[config.mk]
export PLATFORM = sky130hd
export DESIGN_NAME = time_set_editor
export DESIGN_NICKNAME = d
export VERILOG_FILES = /design/src/rtl/time_set_editor.sv
export SDC_FILE = /design/constraint.sdc
export NUM_CORES = 1
export LEC_CHECK = 0
export ABC_AREA = 1
export CORE_MARGIN = 2
export CORE_UTILIZATION = 57
export CTS_CLUSTER_SIZE = 8
export DETAILED_ROUTE_END_ITERATION = 6
export PLACE_DENSITY_LB_ADDON = 0.08
export SETUP_SLACK_MARGIN = 0.3
export SYNTH_ARGS = -nofsm -noshare
export SYNTH_HDL_FRONTEND = slang
export SYNTH_SLANG_ARGS = --single-unit
export TNS_END_PERCENT = 10
[constraint.sdc]
create_clock -name clk -period 2.45 [get_ports clk]
set_input_delay 0.735 -clock clk [delete_from_list [all_inputs] [get_ports clk]]
set_output_delay 0.735 -clock clk [all_outputs]
set_load 0.005 [all_outputs]
[src/rtl/time_set_editor.sv]
// time_set_editor: mode-key driven hour/minute/second editor with wrap-around,
// hold-to-repeat on up/down, cancel, and blink/field status for the display.
module time_set_editor #(
    parameter int HOUR_MIN      = 0,
    parameter int HOUR_MAX      = 23,
    parameter int HOLD_CYCLES   = 50_000_000,
    parameter int REPEAT_CYCLES = 10_000_000,
    parameter int BLINK_CYCLES  = 25_000_000
) (
    input  logic       clk,
    input  logic       rst_n,
    input  logic       key_mode,
    input  logic       key_cancel,
    input  logic       key_up,
    input  logic       key_down,
    input  logic [7:0] cur_hour,
    input  logic [7:0] cur_min,
    input  logic [7:0] cur_sec,
    output logic [7:0] edit_hour,
    output logic [7:0] edit_min,
    output logic [7:0] edit_sec,
    output logic [7:0] hour_set,
    output logic [7:0] min_set,
    output logic [7:0] sec_set,
    output logic       set_valid,
    output logic       editing,
    output logic [1:0] field_sel,
    output logic       blink
);

    localparam int HOLD_MAX = (HOLD_CYCLES > REPEAT_CYCLES) ? HOLD_CYCLES : REPEAT_CYCLES;
    localparam int HW = $clog2(HOLD_MAX + 1);
    localparam int BW = $clog2(BLINK_CYCLES + 1);
    localparam logic [7:0]    HMIN       = 8'(HOUR_MIN);
    localparam logic [7:0]    HMAX       = 8'(HOUR_MAX);
    localparam logic [HW-1:0] HOLD_N     = HW'(HOLD_CYCLES);
    localparam logic [HW-1:0] REP_N      = HW'(REPEAT_CYCLES);
    localparam logic [BW-1:0] BLINK_LAST = BW'(BLINK_CYCLES - 1);

    // Encoding doubles as field_sel: 0=none, 1=hour, 2=min, 3=sec.
    typedef enum logic [1:0] {
        IDLE      = 2'd0,
        EDIT_HOUR = 2'd1,
        EDIT_MIN  = 2'd2,
        EDIT_SEC  = 2'd3
    } state_t;

    state_t        state_q, state_d;
    logic [7:0]    edit_hour_q, edit_hour_d, edit_min_q, edit_min_d, edit_sec_q, edit_sec_d;
    logic [7:0]    hour_set_q, hour_set_d, min_set_q, min_set_d, sec_set_q, sec_set_d;
    logic          set_valid_q, set_valid_d;
    logic          blink_q, blink_d;
    logic [BW-1:0] blink_cnt_q, blink_cnt_d;
    logic [HW-1:0] hold_cnt_q, hold_cnt_d;
    logic          rep_q, rep_d;     // past the initial hold delay, now repeating
    logic          lock_q, lock_d;   // key held across a field change: ignore until released
    logic [1:0]    keys_q, keys_d;   // previous {up, down} sample for press detection

    logic [1:0] keys;
    logic       single, step_en;
    logic       hour_ok;

    function automatic logic [7:0] wrap_step(input logic [7:0] v, input logic [7:0] lo,
                                             input logic [7:0] hi, input logic up);
        if (up) return (v == hi) ? lo : v + 8'd1;
        else    return (v == lo) ? hi : v - 8'd1;
    endfunction

    assign keys   = {key_up, key_down};
    assign single = key_up ^ key_down;
    // cur_hour >= HMIN written as +1 > HMIN so it stays meaningful when HMIN is 0
    assign hour_ok = (({1'b0, cur_hour} + 9'd1) > {1'b0, HMIN}) && (cur_hour <= HMAX);

    // State register and all datapath registers
    always_ff @(posedge clk or negedge rst_n) begin
        if (!rst_n) begin
            state_q     <= IDLE;
            edit_hour_q <= HMIN;
            edit_min_q  <= '0;
            edit_sec_q  <= '0;
            hour_set_q  <= HMIN;
            min_set_q   <= '0;
            sec_set_q   <= '0;
            set_valid_q <= 1'b0;
            blink_q     <= 1'b0;
            blink_cnt_q <= '0;
            hold_cnt_q  <= '0;
            rep_q       <= 1'b0;
            lock_q      <= 1'b0;
            keys_q      <= '0;
        end else begin
            state_q     <= state_d;
            edit_hour_q <= edit_hour_d;
            edit_min_q  <= edit_min_d;
            edit_sec_q  <= edit_sec_d;
            hour_set_q  <= hour_set_d;
            min_set_q   <= min_set_d;
            sec_set_q   <= sec_set_d;
            set_valid_q <= set_valid_d;
            blink_q     <= blink_d;
            blink_cnt_q <= blink_cnt_d;
            hold_cnt_q  <= hold_cnt_d;
            rep_q       <= rep_d;
            lock_q      <= lock_d;
            keys_q      <= keys_d;
        end
    end

    // Next-state: key priority cancel > mode > up/down, hold-to-repeat, blink
    always_comb begin
        state_d     = state_q;
        edit_hour_d = edit_hour_q;
        edit_min_d  = edit_min_q;
        edit_sec_d  = edit_sec_q;
        hour_set_d  = hour_set_q;
        min_set_d   = min_set_q;
        sec_set_d   = sec_set_q;
        set_valid_d = 1'b0;
        hold_cnt_d  = '0;
        rep_d       = 1'b0;
        lock_d      = lock_q && (keys != 2'b00);
        keys_d      = keys;
        step_en     = 1'b0;
        blink_d     = blink_q;
        blink_cnt_d = blink_cnt_q;

        if (state_q == IDLE) begin
            if (key_mode) begin
                edit_hour_d = hour_ok ? cur_hour : HMIN;
                edit_min_d  = (cur_min < 8'd60) ? cur_min : 8'd0;
                edit_sec_d  = (cur_sec < 8'd60) ? cur_sec : 8'd0;
                state_d     = EDIT_HOUR;
                lock_d      = |keys;
            end
        end else if (key_cancel) begin
            state_d = IDLE;
        end else if (key_mode) begin
            lock_d = |keys;
            case (state_q)
                EDIT_HOUR: state_d = EDIT_MIN;
                EDIT_MIN:  state_d = EDIT_SEC;
                default: begin
                    hour_set_d  = edit_hour_q;
                    min_set_d   = edit_min_q;
                    sec_set_d   = edit_sec_q;
                    set_valid_d = 1'b1;
                    state_d     = IDLE;
                end
            endcase
        end else if (single && !lock_q) begin
            if (keys != keys_q) begin
                step_en    = 1'b1;
                hold_cnt_d = HW'(1);
            end else if (!rep_q) begin
                if (hold_cnt_q == HOLD_N) begin
                    step_en    = 1'b1;
                    hold_cnt_d = HW'(1);
                    rep_d      = 1'b1;
                end else begin
                    hold_cnt_d = hold_cnt_q + HW'(1);
                end
            end else begin
                rep_d = 1'b1;
                if (hold_cnt_q == REP_N) begin
                    step_en    = 1'b1;
                    hold_cnt_d = HW'(1);
                end else begin
                    hold_cnt_d = hold_cnt_q + HW'(1);
                end
            end
        end

        if (step_en) begin
            case (state_q)
                EDIT_HOUR: edit_hour_d = wrap_step(edit_hour_q, HMIN, HMAX, key_up);
                EDIT_MIN:  edit_min_d  = wrap_step(edit_min_q, 8'd0, 8'd59, key_up);
                EDIT_SEC:  edit_sec_d  = wrap_step(edit_sec_q, 8'd0, 8'd59, key_up);
                default: ;
            endcase
        end

        // Blink restarts visible on entry, field change or any adjust step
        if (state_d == IDLE) begin
            blink_d     = 1'b0;
            blink_cnt_d = '0;
        end else if ((state_d != state_q) || step_en) begin
            blink_d     = 1'b1;
            blink_cnt_d = '0;
        end else if (blink_cnt_q == BLINK_LAST) begin
            blink_d     = ~blink_q;
            blink_cnt_d = '0;
        end else begin
            blink_cnt_d = blink_cnt_q + BW'(1);
        end
    end

    assign edit_hour = edit_hour_q;
    assign edit_min  = edit_min_q;
    assign edit_sec  = edit_sec_q;
    assign hour_set  = hour_set_q;
    assign min_set   = min_set_q;
    assign sec_set   = sec_set_q;
    assign set_valid = set_valid_q;
    assign editing   = (state_q != IDLE);
    assign field_sel = state_q;
    assign blink     = blink_q;

endmodule

Word-level counts from Yosys, hierarchy flattened

Index checks and enable logic that the tools add are counted.

Register bits after elaboration: 107
Input port bits: 30
Output and inout port bits: 53
Word-level logic and storage cells: 123

$add $sub $neg: 9
Magnitude comparators: 4
Eq/ne operators: 11
Multiplexer cells: 64
Bitwise gates (word level): 5
Reductions and logical operators: 16

Operators with widths:

| operator                                                       | number |
|---|---|
| two-way mux 26 bit                                             | 8 |
| two-way mux 8 bit                                              | 24 |
| two-way mux 25 bit                                             | 3 |
| adder 26 x 1 -> 26 bit, second input constant                  | 1 |
| equality test 26 x 24 -> 1 bit, second input constant          | 1 |
| equality test 26 bit, second input constant                    | 1 |
| adder 25 x 1 -> 25 bit, second input constant                  | 1 |
| equality test 25 bit, second input constant                    | 1 |
| adder 8 x 1 -> 8 bit, second input constant                    | 3 |
| zero test 8 bit                                                | 3 |
| two-way mux 1 bit                                              | 24 |
| subtractor 8 x 1 -> 8 bit, second input constant               | 3 |
| equality test 8 x 6 -> 1 bit, second input constant            | 2 |
| less-than comparator 8 x 6 -> 1 bit, second input constant     | 2 |
| adder 8 x 1 -> 9 bit, second input constant                    | 1 |
| > comparator 9 x 1 -> 1 bit, second input constant             | 1 |
| equality test 8 x 5 -> 1 bit, second input constant            | 1 |
| less-or-equal comparator 8 x 5 -> 1 bit, second input constant | 1 |
| two-way mux 2 bit                                              | 4 |
| equality test 2 bit, second input constant                     | 2 |
| zero test 2 bit                                                | 2 |
| inequality test 2 bit                                          | 2 |
| inverter 1 bit                                                 | 4 |
| case mux 2 bit (2 select lines)                                | 1 |
| 9 further kinds                                                | 13 |

Logic depth before layout (Yosys ltp)

Gate-level depths: netlist (run 1).

Depth in word-level cells: 11
Depth in mapped cells: 13

Worst setup path after synthesis (run 1)

No wires, ideal clock.

Path type: input-to-reg
Start: in key_up
End: reg hold_cnt_q[11]
Library setup time: 78 ps
Arrival: 1988 ps
Required time: 2372 ps
Slack: 385 ps
Stages on the path: 9
Path through: clkinv_1 ha_1 nand4_1 inv_1 nand2_1 nor2_1 buf_2 o21ai_0 a21oi_1

Longest elaborated chain between the ends: 6
Elaborated cells between the ends (all ways): 8
Classes of those cells: eq/ne: 1; mux: 5; bitwise: 1; reduce/logical: 1

Ends and longest elaborated chain:

| element                                                        | line     | source |
|---|---|---|
| start: declaration                                             | 14       | `input logic key_up,` |
| inequality test 2 bit / XOR 1 bit (equally long branches)      | 151, 70  |  |
| two-way mux 26 bit / logical AND 1 bit (equally long branches) | 151, 150 |  |
| two-way mux 26 bit *                                           | 150      | `end else if (single && !lock_q) begin` |
| two-way mux 26 bit *                                           | 137      | `end else if (key_mode) begin` |
| two-way mux 26 bit *                                           | 135      | `end else if (key_cancel) begin` |
| two-way mux 26 bit *                                           | 127      | `if (state_q == IDLE) begin` |
| named net hold_cnt_d[11]                                       | 54       | `logic [HW-1:0] hold_cnt_q, hold_cnt_d;` |
| end signal: assignment                                         | 102      | `hold_cnt_q <= hold_cnt_d;` |
| end: declaration                                               | 54       |  |

Mark *: on every way through the listed nets, which the timed path passes. The rest lies on a longest branch.
A chain may end at the register's enable or synchronous reset.

Final worst setup path (run 1)

Start: reg edit_min_q[3] (netlist: edit_min[3])
End: out edit_min[3]

RTL lines:

| element                  | line | source |
|---|---|---|
| start: declaration       | 49   | `logic [7:0] edit_hour_q, edit_hour_d, edit_min_q, edit_min_d, edit_sec_q, edit_sec_d;` |
| start signal: assignment | 94   | `edit_min_q <= edit_min_d;` |
| end: declaration         | 20   | `output logic [7:0] edit_min,` |

No word-level cell between the ends.

==> results.py, run 1 <==
metrics = {
    "pwr": {
        "power_density_mw_per_mm2": 862,
        "ir_drop_mv": 0.585,
        "p_leak_uw": 0.00393,
    },
    "synth": {
        "synthFlopType": "dfrtp_1",
        "ys_types": 39,
        "synth_top_area_cell": "dfrtp_1",
        "synth-seq-cells": 107,
        "synth_edf_count": 0,
        "syn_area_mm2": 0.00692,
        "synth_nets": 1063,
        "synth_common_cells": "nand2_1 (312), nor2_1 (144), inv_1 (118)",
        "synth_top_cell_area_share_pct": 38.7,
        "syn_inst": 1016,
        "synth.area.top_cells": "dfrtp_1 (39%), nand2_1 (17%), nor2_1 (7.8%), inv_1 (6.4%), o21ai_0 (6.0%)",
        "synth-seq-area-share_pct": 38.7,
        "ys_warn_count": 0,
        "async_flop_share_pct": 100,
        "avgSynthCellArea_um2": 6.81,
        "yosysMostFrequentCell": "nand2_1",
    },
    "sta": {
        "fin_skew_ns": 0.0123,
        "fin_crit_ns": 2.20,
        "holdWs_ns": 0.240,
        "rsz0062_at_grt": "yes",
        "worst_pin_slew_ns": 0.572,
        "slew_violations": 0,
        "setup_ws_ns": 0.252,
        "slew_headroom_pct": 61.6,
        "tns_ns": 0,
        "finalSetupViolations": 0,
        "fmax_mhz": 455,
        "finalHoldViolCount": 0,
        "fin_crit_sh_pct": 89.7,
    },
    "route": {
        "drc": 0,
        "vias": 6778,
        "detail_route.wl_per_cell_um": 14.0,
        "ant_nets": 0,
        "drt_iter0_drc": 644,
        "via_per_inst": 5.37,
        "drt_first_pass_iters": 7,
        "wl_um": 17700,
    },
    "placed_design": {
        "place_area_mm2": 0.00798,
        "portBuffers": 82,
        "place_congestion": 0.966,
        "dpl.hpwl_um": 12800,
        "dp_slack_ns": -0.184,
    },
    "clock_tree": {
        "cts_max_level": 3,
        "cts_buffers": 9,
        "cts_sinks": 107,
        "cts_tree": "yes",
        "ctsHoldBuffers": 0,
        "clock_latency_ns": 0.37,
        "cts_buffer_depth": 2,
        "root_buffer": "clkbuf_16",
        "clk_pin_slew_worst_paths_ns": 0.07,
    },
    "hold_path": {
        "hold_class": "primary input to asynchronous set/reset pin",
    },
    "setup_path": {
        "critical_path.max_fanout": 9,
        "cp_cell_sequence": "clkdlybuf4s50_1",
        "crit_family": "buffers and inverters",
        "startpoint_type": "register",
        "criticalPathCategory": "register to primary output",
        "critPathRequiredTime_ns": 1.71,
        "path_buf_inv": 1,
        "cpPeakStageDelay_ns": 0.58,
        "end_kind": "primary output",
        "cp_slowest_cell": "clkdlybuf4s50_1",
        "cp.arrival_ns": 1.46,
    },
    "cells_and_area": {
        "n_antenna_cell": 0,
        "drive_above_1_share_pct": 6.18,
        "areaGrowthSynthToFinish_pct": 20.6,
        "nets": 1158,
        "fin_area_mm2": 0.00834,
        "fin_util_pct": 70.0,
    },
    "floorplanning": {
        "dieArea_mm2": 0.0130,
        "die_x_um": 114,
        "die_y_um": 114,
        "rows": 40,
        "boundaryPins": 83,
        "start_util_pct": 58.1,
        "core_area_mm2": 0.0119,
    },
    "grt": {
        "antenna_found_initial": 0,
        "grt_max_degree": 47,
        "first_global_vias": 6230,
        "track_usage_pct": 28.0,
        "grt_overflow_total": 0,
        "grt_pass1_wl_um": 29500,
    },
    "status": {
        "status": "complete, no violations",
    },
    "job": {
        "cap_violations": 0,
    },
}
[cell type report]
| type | instances | area, um^2 |
|---|---|---|
| clock buffers | 10 | 229 |
| multi-input cells | 764 | 3690 |
| well taps | 147 | 184 |
| repair buffers | 106 | 1030 |
| flip-flops and latches | 107 | 2680 |
| fillers | 1051 | 3570 |
| clock inverters | 6 | 55.1 |
| inverters | 123 | 467 |
[per-layer routing]
metal,vias to the layer above,wire length (um),global-route usage [%]
li1,3409,-,-
met1,3125,8220,38.9
met5,-,0,0
met4,0,283,8.13
met2,223,8140,44.9
met3,21,1070,5.45
[registers in the layout (all words and copies together), names as in the netlist]
name / flops
edit_min: 8
sec_set: 8
edit_hour: 8
blink: 1
set_valid: 1
rep_q: 1
blink_cnt_q: 25
hold_cnt_q: 26
min_set: 8
keys_q: 2
edit_sec: 8
lock_q: 1
field_sel: 2
hour_set: 8
[metrics by stage]
step | std cells | total power, uW
6_report | 1263 | 7190
3_3_place_gp | 1242 | 5550
4_1_cts | 1261 | 7060
5_1_grt | 1263 | 7750
3_5_place_dp | 1242 | 5580
2_1_floorplan | 1016 | 4310
[where the power goes]
part / total [uW] / switching, uW / internal (uW)
clock: 1430 / 713 / 713
combinational: 3420 / 1990 / 1430
sequential: 2340 / 305 / 2040
total: 7190 / 3010 / 4190
[cell families (layout without fill, tap and decap cells)]
group / after synthesis / in the layout / synth area share [%]
and+or+nand+nor: 595 / 597 / 36.3
xor gates and xnor gates: 40 / 40 / 5.06
adders and majority gates: 17 / 17 / 3.07
AOI/OAI and AO/OA: 110 / 110 / 8.25
DFF: 107 / 107 / 38.7
buffers and inverters: 147 / 245 / 8.63
[path summary, 6_finish.rpt]
kind	startpoint	end	slack, ns	depth (start not counted)
setup / recovery	edit_min[3]$_DFF_PN0_	edit_min[3]	0.25	1
hold / removal	rst_n	sec_set[7]$_DFFE_PN0P_	0.24	1
setup reg to reg	blink_cnt_q[0]$_DFF_PN0_	blink_cnt_q[21]$_DFF_PN0_	0.46	9
hold reg to reg	min_set[3]$_DFFE_PN0P_	min_set[3]$_DFFE_PN0P_	0.48	2
max in group asynchronous	rst_n	edit_sec[2]$_DFF_PN0_	1.60	2
min in group clk	min_set[3]$_DFFE_PN0P_	min_set[3]$_DFFE_PN0P_	0.48	2
[layout by cell type, fill, tap and decap left out, drive strengths merged]
cell type | Yosys | layout
nand2 | 315 | 315
nor2 | 150 | 150
inv | 121 | 126
dfrtp | 107 | 107
o21ai | 86 | 86
clkdlybuf4s50 | 0 | 79
nand3 | 79 | 79
xor2 | 32 | 32
buf | 14 | 25
nor3 | 20 | 20
nand4 | 18 | 18
ha | 17 | 17
a21oi | 16 | 16
clkbuf | 10 | 10
xnor2 | 8 | 8
nand3b | 3 | 5
nor4 | 4 | 4
clkinv | 2 | 3
or2 | 2 | 2
nor3b | 2 | 2
o31ai | 2 | 2
o21bai | 2 | 2
and3 | 1 | 1
and2 | 1 | 1
o211ai | 1 | 1
a41o | 1 | 1
o22ai | 1 | 1
a31oi | 1 | 1
dlymetal6s2s | 0 | 1
dlygate4sd2 | 0 | 1
[repair_timing]
| item | CTS | global route |
|---|---|---|
| pin swaps | 0 | 2 |
| resized for setup | 6 | 11 |
| endpoints found under the setup margin | 24 | 78 |
| gates cloned | 1 | 2 |
| setup buffers | 2 | 0 |
(Power assumes the default switching activity.)
==> run 2: changes to the inputs <==
- ABC_CLOCK_PERIOD_IN_PS: default -> 2450
- RECOVER_POWER: default -> 100
==> run 2 against run 1 <==
Clock-buffer cell count stayed put. Flip-flop and latch count is the same. Cell count unchanged. Die area did not move. Combinational power is 3% lower. Sequential share of layout area grew 0.11 points. Setup slack got worse by 0.054 ns. Critical path type unchanged. Critical endpoint is now edit_sec[6]. Largest cell class unchanged.
==> results.py, run 2 (synthesis results as in run 1) <==
metrics = {
    "clock_tree": {
        "cts_sinks": 107,
        "cts_buffer_depth": 2,
        "cts_max_level": 3,
        "clock_latency_ns": 0.37,
        "root_buffer": "clkbuf_16",
        "cts_buffers": 9,
        "cts_tree": "yes",
        "clk_pin_slew_worst_paths_ns": 0.07,
    },
    "setup_path": {
        "cp_cell_sequence": "dlygate4sd3_1",
        "critical_path.max_fanout": 7,
        "startpoint_type": "register",
        "cp_slowest_cell": "dlygate4sd3_1",
        "cp.arrival_ns": 1.52,
        "crit_family": "buffers and inverters",
        "cpPeakStageDelay_ns": 0.64,
        "end_kind": "primary output",
        "criticalPathCategory": "register to primary output",
        "path_buf_inv": 1,
        "critPathRequiredTime_ns": 1.71,
    },
    "sta": {
        "finalHoldViolCount": 0,
        "fmax_mhz": 444,
        "worst_pin_slew_ns": 1.06,
        "fin_crit_ns": 2.25,
        "slew_headroom_pct": 29.5,
        "finalSetupViolations": 0,
        "holdWs_ns": 0.479,
        "tns_ns": 0,
        "fin_crit_sh_pct": 91.9,
        "setup_ws_ns": 0.199,
        "slew_violations": 0,
        "rsz0062_at_grt": "yes",
        "fin_skew_ns": 0.0109,
    },
    "cells_and_area": {
        "nFillCells": 1062,
        "final_common_cell": "nand2_1",
        "regMostFlops": "hold_cnt_q",
        "drive_above_1_share_pct": 5.56,
        "top_regs": "hold_cnt_q x26, blink_cnt_q x25",
        "nets": 1158,
        "most-common-layout-cells": "nand2_1 (312), nor2_1 (144), inv_1 (116)",
        "largest_reg_flops": 26,
        "fin_util_pct": 69.8,
        "areaGrowthSynthToFinish_pct": 20.1,
        "n_antenna_cell": 0,
    },
    "job": {
        "cap_violations": 0,
    },
    "route": {
        "drt_first_pass_iters": 5,
        "drc": 0,
        "vias": 6792,
        "ant_nets": 0,
        "detail_route.wl_per_cell_um": 14.1,
        "via_per_inst": 5.38,
        "drt_iter0_drc": 616,
        "wl_um": 17700,
    },
    "floorplanning": {
        "start_util_pct": 58.1,
        "die_y_um": 114,
        "rows": 40,
        "dieArea_mm2": 0.0130,
        "die_x_um": 114,
        "boundaryPins": 83,
        "core_area_mm2": 0.0119,
    },
    "grt": {
        "grt_max_degree": 47,
        "first_global_vias": 6230,
        "grt_overflow_total": 0,
        "track_usage_pct": 28.0,
        "antenna_found_initial": 0,
        "grt_pass1_wl_um": 29500,
    },
    "pwr": {
        "power_density_mw_per_mm2": 853,
        "p_leak_uw": 0.00407,
        "ir_drop_mv": 0.568,
    },
    "hold_path": {
        "hold_class": "register to register",
    },
    "placed_design": {
        "portBuffers": 82,
        "place_congestion": 0.966,
        "dpl.hpwl_um": 12800,
        "dp_slack_ns": -0.184,
    },
    "status": {
        "status": "complete, no violations",
    },
}
## run 2: cell count changes in the layout (fill, tap and decap cells not counted), sizes merged
cell           change
clkdlybuf4s50     -53
buf                -7
clkbuf             +7
dlygate4sd3       +53
## run 2: metal layers
layer  global-route usage [%]  wire [um]
met1                     38.9       8160
met2                     44.9       8250
met3                     5.45       1090
met4                     8.13        256
met5                        0          0
## run 2: report_power, final
group / internal [uW] / switching, uW
logic: 1330 / 2000
registers: 2040 / 294
clock network: 713 / 715
total: 4080 / 3010
## run 2: layout make-up
class | instances | area [um^2] | share of cell area, %
Tap cell | 147 | 184 | 2.21
Clock inverter | 6 | 55.1 | 0.662
Multi-Input combinational cell | 764 | 3690 | 44.4
Sequential cell | 107 | 2680 | 32.2
Inverter | 123 | 464 | 5.58
Timing Repair Buffer | 106 | 1010 | 12.2
Clock buffer | 10 | 229 | 2.75
## run 2: path summary, 6_finish.rpt
path                                          start  slack [ns]                   endpoint  cells past startpoint
max in group asynchronous                     rst_n        0.73   hold_cnt_q[11]$_DFF_PN0_                      2
setup / recovery              edit_sec[6]$_DFF_PN0_        0.20                edit_sec[6]                      1
min in group asynchronous                     rst_n        0.54      edit_min[0]$_DFF_PN0_                      1
hold / removal               min_set[3]$_DFFE_PN0P_        0.48     min_set[3]$_DFFE_PN0P_                      2
hold reg to reg              min_set[3]$_DFFE_PN0P_        0.48     min_set[3]$_DFFE_PN0P_                      2
setup reg to reg           blink_cnt_q[0]$_DFF_PN0_        0.42  blink_cnt_q[21]$_DFF_PN0_                      9
## run 2: what timing repair did
action / 4_1_cts / 5_1_grt
hold buffers: 0 / 0
resized for setup: 6 / 11
gates cloned: 1 / 2
pin swaps: 0 / 2
endpoints found under the setup margin: 24 / 78
setup buffers: 2 / 0
## run 2: worst min-delay path, stage by stage, from the launching register on
cell	delay (ns)
dfrtp_1	0.34
nand2_1	0.05
o21ai_0	0.06
## run 2: metrics by stage
stage	cells	power [uW]	cell area, um^2
3_3_place_gp	1242	5550	7980
2_1_floorplan	1016	4310	6920
5_1_grt	1263	7630	8310
3_5_place_dp	1242	5580	7980
4_1_cts	1261	7060	8290
6_report	1263	7090	8310
==> run 3: changes to the inputs <==
- ABC_CLOCK_PERIOD_IN_PS: 2450 -> 2900
- CORE_UTILIZATION: 57 -> 61
- clock period: 2.45 -> 2.9 ns (I/O delays scaled with it)
==> run 3 against run 2 <==
Critical path depth grew 3. Clock-buffer cell count shrank 1. Global-route usage grew 1.5 points. Combinational power shrank 22%. Flip-flop and latch count is the same. Clock skew shrank 0.0021 ns. First-iteration DRC count grew 1.9%. Power shrank 16%. Sequential power shrank 15%. Clock power shrank 3%. Largest cell class unchanged.
==> results.py, run 3 (synthesis results as in run 1) <==
metrics = {
    "setup_path": {
        "criticalPathCategory": "register to primary output",
        "cp_slowest_cell": "dlygate4sd3_1",
        "r2r-start": "field_sel[1]$_DFF_PN0_",
        "cpPeakStageDelay_ns": 0.61,
        "critPathRequiredTime_ns": 2.03,
        "crit_family": "buffers and inverters",
        "cp.arrival_ns": 1.80,
        "end_kind": "primary output",
        "critical_path.max_fanout": 4,
        "startpoint_type": "register",
        "cpMostUsedCell": "inv_1",
        "crit_start": "field_sel[1]$_DFF_PN0_",
        "cp_cell_sequence": "inv_1, ha_1, inv_1, dlygate4sd3_1",
        "path_buf_inv": 3,
    },
    "sta": {
        "fin_crit_ns": 2.67,
        "fin_crit_sh_pct": 92.2,
        "fmax_mhz": 374,
        "slew_headroom_pct": 23.0,
        "finalHoldViolCount": 0,
        "fin_skew_ns": 0.00887,
        "rsz0062_at_grt": "yes",
        "tns_ns": 0,
        "slew_violations": 0,
        "finalSetupViolations": 0,
        "worst_pin_slew_ns": 1.16,
    },
    "clock_tree": {
        "cts_max_level": 3,
        "ctsHoldBuffers": 0,
        "cts_tree": "yes",
        "clk_pin_slew_worst_paths_ns": 0.08,
        "cts_buffer_depth": 2,
        "cts_buffers": 9,
        "cts_sinks": 107,
        "root_buffer": "clkbuf_16",
        "clock_latency_ns": 0.36,
    },
    "floorplanning": {
        "die_y_um": 111,
        "start_util_pct": 63.3,
        "core_area_mm2": 0.0109,
        "rows": 38,
        "dieArea_mm2": 0.0122,
        "die_x_um": 111,
        "boundaryPins": 83,
    },
    "cells_and_area": {
        "drive_above_1_share_pct": 4.16,
        "regMostFlops": "hold_cnt_q",
        "fin_util_pct": 75.1,
        "nFillCells": 893,
        "multi_input_area_mm2": 0.00365,
        "areaGrowthSynthToFinish_pct": 18.6,
        "largest_reg_flops": 26,
        "nets": 1148,
        "top_regs": "hold_cnt_q x26, blink_cnt_q x25",
        "final_common_cell": "nand2_1",
        "ff_latch_area_mm2": 0.00268,
        "most-common-layout-cells": "nand2_1 (312), nor2_1 (144), inv_1 (119)",
    },
    "grt": {
        "grt_pass1_wl_um": 30000,
        "antenna_found_initial": 0,
        "track_usage_pct": 29.6,
        "grt_overflow_total": 0,
        "first_global_vias": 6414,
        "grt_max_degree": 46,
    },
    "route": {
        "detail_route.wl_per_cell_um": 14.1,
        "via_per_inst": 5.47,
        "wl_um": 17600,
        "vias": 6815,
        "drt_iter0_drc": 628,
        "drc": 0,
        "ant_nets": 0,
        "drt_first_pass_iters": 5,
    },
    "placed_design": {
        "place_congestion": 0.933,
        "portBuffers": 82,
        "dpl.hpwl_um": 12900,
    },
    "pwr": {
        "power_density_mw_per_mm2": 726,
        "ir_drop_mv": 0.578,
        "power_uw": 5960,
        "p_leak_uw": 0.00401,
    },
    "hold_path": {
        "hold_class": "register to register",
        "hp-start": "hour_set[5]$_DFFE_PN0P_",
    },
    "status": {
        "status": "complete, no violations",
    },
    "job": {
        "cap_violations": 0,
    },
}
run 3: final timing paths:
check / endpoint / slack, ns / depth (start not counted)
worst max-delay path: editing / 0.23 / 4
worst min-delay path: hour_set[5]$_DFFE_PN0P_ / 0.48 / 2
worst max register to register: blink_cnt_q[19]$_DFF_PN0_ / 0.69 / 10
worst min register to register: hour_set[5]$_DFFE_PN0P_ / 0.48 / 2
max in group asynchronous: hour_set[4]$_DFFE_PN0P_ / 0.55 / 2
min in group asynchronous: lock_q$_DFF_PN0_ / 0.68 / 1
run 3: worst min-delay path: stages, from the launching register on:
cell	delay [ns]
dfrtp_1	0.34
nand2_1	0.05
o21ai_0	0.06
run 3: report_power, final:
| part | leakage (uW) | internal (uW) | switching (uW) |
|---|---|---|---|
| Combinational | 0.00238 | 1020 | 1590 |
| Sequential | 0.00147 | 1720 | 247 |
| Clock | 0.000164 | 775 | 614 |
| Total | 0.00401 | 3510 | 2450 |
run 3: area by class of cell:
| class | instances | share of cell area [%] |
|---|---|---|
| antenna | 1 | 0.0305 |
| clock buffer | 9 | 2.74 |
| clock inverter | 7 | 1.28 |
| inverter | 123 | 5.63 |
| multi-input combinational | 762 | 44.4 |
| sequential | 107 | 32.6 |
| tap | 140 | 2.13 |
| timing repair buffer | 98 | 11.1 |
run 3: what timing repair did:
item | CTS | global route
pin swaps | 0 | 0
cloned | 0 | 0
setup endpoints to repair | 1 | 17
buffers inserted | 2 | 0
gates resized for setup | 0 | 4
run 3: metrics by stage:
stage | area (um^2) | instances | hold slack (ns) | worst slack (ns)
after floorplan | 6920 | 1016 | 0.471 | 0.700
after global routing | 8210 | 1246 | 0.515 | 0.142
final | 8210 | 1247 | 0.483 | 0.227
after detailed placement | 7900 | 1228 | 0.472 | 0.0405
after global placement | 7900 | 1228 | 0.466 | 0.100
after CTS | 8240 | 1246 | 0.490 | 0.335
run 3: layer usage:
metal	share of wire, %	vias up	GRT usage [%]	wire length [um]
li1	-	3375	-	-
met3	6.3	23	5.54	1110
met4	1.5	0	8.00	258
met2	47	248	47.7	8230
met1	45	3169	41.2	7970
met5	0	-	0	0
